==> src/rtl/nonce_range_down.sv <==
// -----------------------------------------------------------------------------
// nonce_range_down
//
// Loadable down-counting nonce dispenser for the miner datapath. A range
// (base, count) is accepted over a load handshake. The block then emits
// base, base-1, ..., base-count+1 (modulo 2^WIDTH) over a valid/ready stream
// toward a hashing core, and pulses done for one cycle when the range finishes.
// A count of zero completes immediately, without any stream traffic.
//
// Optional feature macro: NONCE_DOWN_STATS_EN
//   When defined, adds the `emitted` output. It counts transfers since the
//   last accepted load, and abort does not clear it.
//
// Ports:
//   clock       in   rising-edge clock
//   reset       in   synchronous, active-low reset
//   abort       in   cancels any range in progress (priority below reset)
//   load_valid  in   a range is offered
//   load_ready  out  range can be accepted (IDLE and no abort)
//   load_base   in   [WIDTH] first nonce to emit
//   load_count  in   [WIDTH] number of nonces to emit (0 legal)
//   out_valid   out  out_nonce is valid (RUN)
//   out_ready   in   downstream accepts the nonce
//   out_nonce   out  [WIDTH] current nonce
//   busy        out  high in RUN
//   done        out  one-cycle pulse on normal completion
//   emitted     out  [WIDTH] transfers since last load (NONCE_DOWN_STATS_EN)
// -----------------------------------------------------------------------------
module nonce_range_down #(
    parameter int WIDTH = 32
) (
    input  logic             clock,
    input  logic             reset,
    input  logic             abort,
    input  logic             load_valid,
    output logic             load_ready,
    input  logic [WIDTH-1:0] load_base,
    input  logic [WIDTH-1:0] load_count,
    output logic             out_valid,
    input  logic             out_ready,
    output logic [WIDTH-1:0] out_nonce,
    output logic             busy,
`ifdef NONCE_DOWN_STATS_EN
    output logic [WIDTH-1:0] emitted,
`endif
    output logic             done
);

    typedef enum logic [1:0] {
        ST_IDLE = 2'd0,
        ST_RUN  = 2'd1,
        ST_DONE = 2'd2
    } state_t;

    state_t           state_q, state_d;
    logic [WIDTH-1:0] nonce_q, nonce_d;
    logic [WIDTH-1:0] remaining_q, remaining_d;
`ifdef NONCE_DOWN_STATS_EN
    logic [WIDTH-1:0] emitted_q, emitted_d;
`endif

    // Outputs are decoded from state only. The single exception is abort,
    // which masks load_ready so a load offered alongside abort is refused.
    assign out_valid  = (state_q == ST_RUN);
    assign busy       = (state_q == ST_RUN);
    assign done       = (state_q == ST_DONE);
    assign load_ready = (state_q == ST_IDLE) && !abort;
    assign out_nonce  = nonce_q;
`ifdef NONCE_DOWN_STATS_EN
    assign emitted    = emitted_q;
`endif

    always_comb begin
        // NOTE: every signal gets its hold value first, so no path through
        // the case statement can leave a variable unassigned and infer a latch.
        state_d     = state_q;
        nonce_d     = nonce_q;
        remaining_d = remaining_q;
`ifdef NONCE_DOWN_STATS_EN
        emitted_d   = emitted_q;
`endif

        if (abort) begin
            // Abort wins over load and transfer. Nothing is counted this cycle.
            state_d = ST_IDLE;
        end else begin
            unique case (state_q)
                ST_IDLE: begin
                    if (load_valid) begin
                        nonce_d     = load_base;
                        remaining_d = load_count;
`ifdef NONCE_DOWN_STATS_EN
                        emitted_d   = '0;
`endif
                        state_d     = (load_count == '0) ? ST_DONE : ST_RUN;
                    end
                end
                ST_RUN: begin
                    if (out_ready) begin
                        nonce_d     = nonce_q - WIDTH'(1);
                        remaining_d = remaining_q - WIDTH'(1);
`ifdef NONCE_DOWN_STATS_EN
                        emitted_d   = emitted_q + WIDTH'(1);
`endif
                        if (remaining_q == WIDTH'(1)) begin
                            state_d = ST_DONE;
                        end
                    end
                end
                ST_DONE: begin
                    state_d = ST_IDLE;
                end
                default: begin
                    state_d = ST_IDLE;
                end
            endcase
        end
    end

    always_ff @(posedge clock) begin
        // NOTE: reset is sampled on the clock edge, so it is not in the
        // sensitivity list. Every register, datapath included, is cleared,
        // because out_nonce must read zero after reset.
        if (!reset) begin
            // NOTE: sequential state uses non-blocking assignments only, so all
            // flops update together from the values they held before the edge.
            state_q     <= ST_IDLE;
            nonce_q     <= '0;
            remaining_q <= '0;
`ifdef NONCE_DOWN_STATS_EN
            emitted_q   <= '0;
`endif
        end else begin
            state_q     <= state_d;
            nonce_q     <= nonce_d;
            remaining_q <= remaining_d;
`ifdef NONCE_DOWN_STATS_EN
            emitted_q   <= emitted_d;
`endif
        end
    end

endmodule
==> config.mk <==
export PLATFORM = sky130hd
export DESIGN_NAME = nonce_range_down
export DESIGN_NICKNAME = d
export VERILOG_FILES = /design/src/rtl/nonce_range_down.sv
export SDC_FILE = /design/constraint.sdc
export NUM_CORES = 1
export LEC_CHECK = 0
export ABC_AREA = 0
export BUFFER_PORTS_ARGS = -buffer_cell sky130_fd_sc_hd__clkbuf_2
export CAP_MARGIN = 10
export CORE_UTILIZATION = 35
export DETAILED_ROUTE_END_ITERATION = 7
export SETUP_SLACK_MARGIN = 0.02
export SYNTH_ARGS = -nofsm -noshare
export SYNTH_HDL_FRONTEND = slang
export SYNTH_SLANG_ARGS = --single-unit
export TNS_END_PERCENT = 10
==> constraint.sdc <==
create_clock -name clock -period 2.7 [get_ports clock]
set_input_delay 0.135 -clock clock [delete_from_list [all_inputs] [get_ports clock]]
set_output_delay 0.135 -clock clock [all_outputs]
set_load 0.03 [all_outputs]
==> out/qor.yml <==
status: "completed"
fillCellCount: 1166
synth-seq-cells: 66
yosys-top-cells-area: "dfxtp_1 (31%), o21ai_0 (5.4%), nor2_1 (5.4%)"
synth_edf_count: 0
cts_buffer_depth: 2
setup_ws_ns: 0.295
pre_cts_slack_ns: 0.329
path_clk_slew_ns: 0.05
design_area_um2: 5300
power.density_nw_per_um2: 662
dp.final_hpwl_um: 10100
diodes: 0
cts_buffers: 9
cts_tree: "done"
io_buffers: 104
async_flop_share_pct: 0
drc: 0
synth.most_common_cell: "dfxtp_1"
path_max_fanout: 15
p_sw_uw: 1130
period_needed_ns: 2.40
placed_cell_area_um2: 4930
cts_setup_buffers: 0
post-route-util_pct: 45.4
netlist.area_leader.share_pct: 31.0
synthCells: 563
p_leak_uw: 0.00198
setup_viol: 0
nets: 723
netlist_area_um2: 4270
synth_area_per_cell_um2: 7.58
drv_cap: 0
ys_warn_count: 0
clock-sinks: 66
pwr-share-comb_pct: 25.0
ant_nets: 0
antenna_found_initial: 0
postCtsResizedCells: 0
hold_violations: 0
rsz0062_at_grt: "false"
drt-initial-drc-count: 365
path_buf_inv: 0
crit_required_ns: 2.92
pwr-share-clk_pct: 42.0
finalClockSkew_ns: 0.00618
grt_pass1_vias: 4621
start_kind: "flip-flop"
die_h_um: 112
drive_above_1_share_pct: 24.7
worstSkewPairLatency_ns: 0.34
die_area_um2: 12600
holdBufCountCts: 0
routabilityCongestion: 0.847
vias_per_cell: 6.13
synth_nets: 635
vias: 4901
slew_headroom_pct: 42.2
wl_um: 14900
die_w_um: 112
worstPathCellList: "or4_4 > or2_1 > nor4_4 > nor3b_1 > nor4_2"
yosys.area.top_type: "dfxtp_1"
finalCritPeriodShare_pct: 89.1
initial_utilization_pct: 36.6
htreeDepth: 3
synth_common_cells: "dfxtp_1 (66), nor2_1 (61), o21ai_0 (46), nor3_1 (41)"
max_freq_ghz: 0.416
grt_pass1_wl_um: 24100
setup_tns_ns: 0
ir_worst_vdd_v: 0.000256
synthFlopType: "dfxtp_1"
arrival_ns: 2.62
drv_slew: 0
internal-power_uw: 2380
worstMarginPinSlew_ns: 0.867
core_um2: 11700
cp_slowest_cell: "or4_4"
crit_type: "reg -> reg"
slowest_delay_ns: 0.55
pin_count: 105
track_usage_pct: 24.2
seq_area_frac_synth_pct: 31.0
rows: 39
path_delay_family: "simple AND/OR/NAND/NOR gates"
pwr-share-seq_pct: 32.9
wl_per_cell_um: 18.7
yosysUniqueCellTypes: 56
swShare_pct: 32.2
firstDrtPassIters: 4
cts_root_buf: "clkbuf_16"
syn2layout_area_growth_pct: 24.2
grt_overflow: 0
grt_max_degree: 43
worstSetupEndpointType: "flip-flop"
hold_class: "in -> reg"
## per-layer routing
metal | share of wire [%] | track usage, %
met2 | 46 | 38.5
met1 | 47 | 31.8
met4 | 2.1 | 11.5
met5 | 0 | 0
met3 | 5.4 | 4.21
## worst min-delay path, delay by kind of cell
kind                   cells  cell delay [ns]
AOI/OAI and AO/OA          1             0.07
and+or+nand+nor            1             0.08
buffers and inverters      1             0.09
## power by group through the flow
stage / sequential (uW) / clock [uW] / combinational, uW
floorplan: 1220 / 0 / 549
global placement: 1170 / 0 / 858
detailed placement: 1170 / 0 / 868
CTS: 1150 / 1480 / 871
global route: 1170 / 1530 / 962
finish: 1150 / 1470 / 879
## area by class of cell
| type | instances | area, um2 | share of cell area, % |
|---|---|---|---|
| clock buffer | 11 | 243 | 4.58 |
| multi-input combinational | 442 | 2720 | 51.4 |
| sequential | 66 | 1320 | 24.9 |
| inverter | 9 | 33.8 | 0.637 |
| clock inverter | 5 | 125 | 2.36 |
| timing repair buffer | 123 | 676 | 12.7 |
| tap | 143 | 179 | 3.38 |
## metrics by stage
step	power, uW	hold slack (ns)	std cells
floorplan	1770	0.327	563
global placement	2030	0.442	783
detailed placement	2040	0.449	783
CTS	3510	0.0973	799
global route	3660	0.122	799
finish	3510	0.100	799
## final timing paths
kind | startpoint | end | slack (ns) | cells after the start
setup / recovery | out_nonce[11] | out_nonce[29] | 0.30 | 5
hold / removal | load_base[27] | out_nonce[27] | 0.10 | 3
setup reg to reg | out_nonce[11] | out_nonce[29] | 0.30 | 5
hold reg to reg | remaining_q[30] | remaining_q[30] | 0.49 | 1
## logic make-up after synthesis
kind of cell / share of synthesized area [%]
flip-flops: 31.0
AND/OR/NAND/NOR: 32.1
buffers and inverters: 5.34
adder cells (fa/ha/maj): 0.880
AO/OA/AOI/OAI: 28.9
multiplexers: 1.88
## cell usage in the layout, fill, tap and decap left out, types with 4 or more instances in the layout
cell type  netlist  final
o22ai_1         10     10
o211ai_1        11     11
nor4_2           7      7
clkbuf_2         0    104
a31oi_1         11     11
nand2_1         34     34
nor4_1          22     22
bufinv_16        0      4
a311oi_1        16     16
clkbuf_16        0      9
or3_1           17     17
nor3_1          41     40
a211oi_1        19     19
buf_4            1     18
mux2i_1          8      8
o21a_1           9      9
o32ai_1          4      4
o21ai_0         46     46
a21oi_1         36     36
dfxtp_1         66     66
and3_1           4      4
nor2_1          61     61
nor3b_1          5      5
a221oi_1         4      4
nand3_1         11     11
inv_1            8      8
nand4_1          9      9
nor3_2           4      5
or4_1            7      7
## registers in the layout (all words and copies together) (netlist names)
signal / count
out_nonce: 32
remaining_q: 32
state_q: 2
Note: power is estimated with default switching activity, not from simulation.
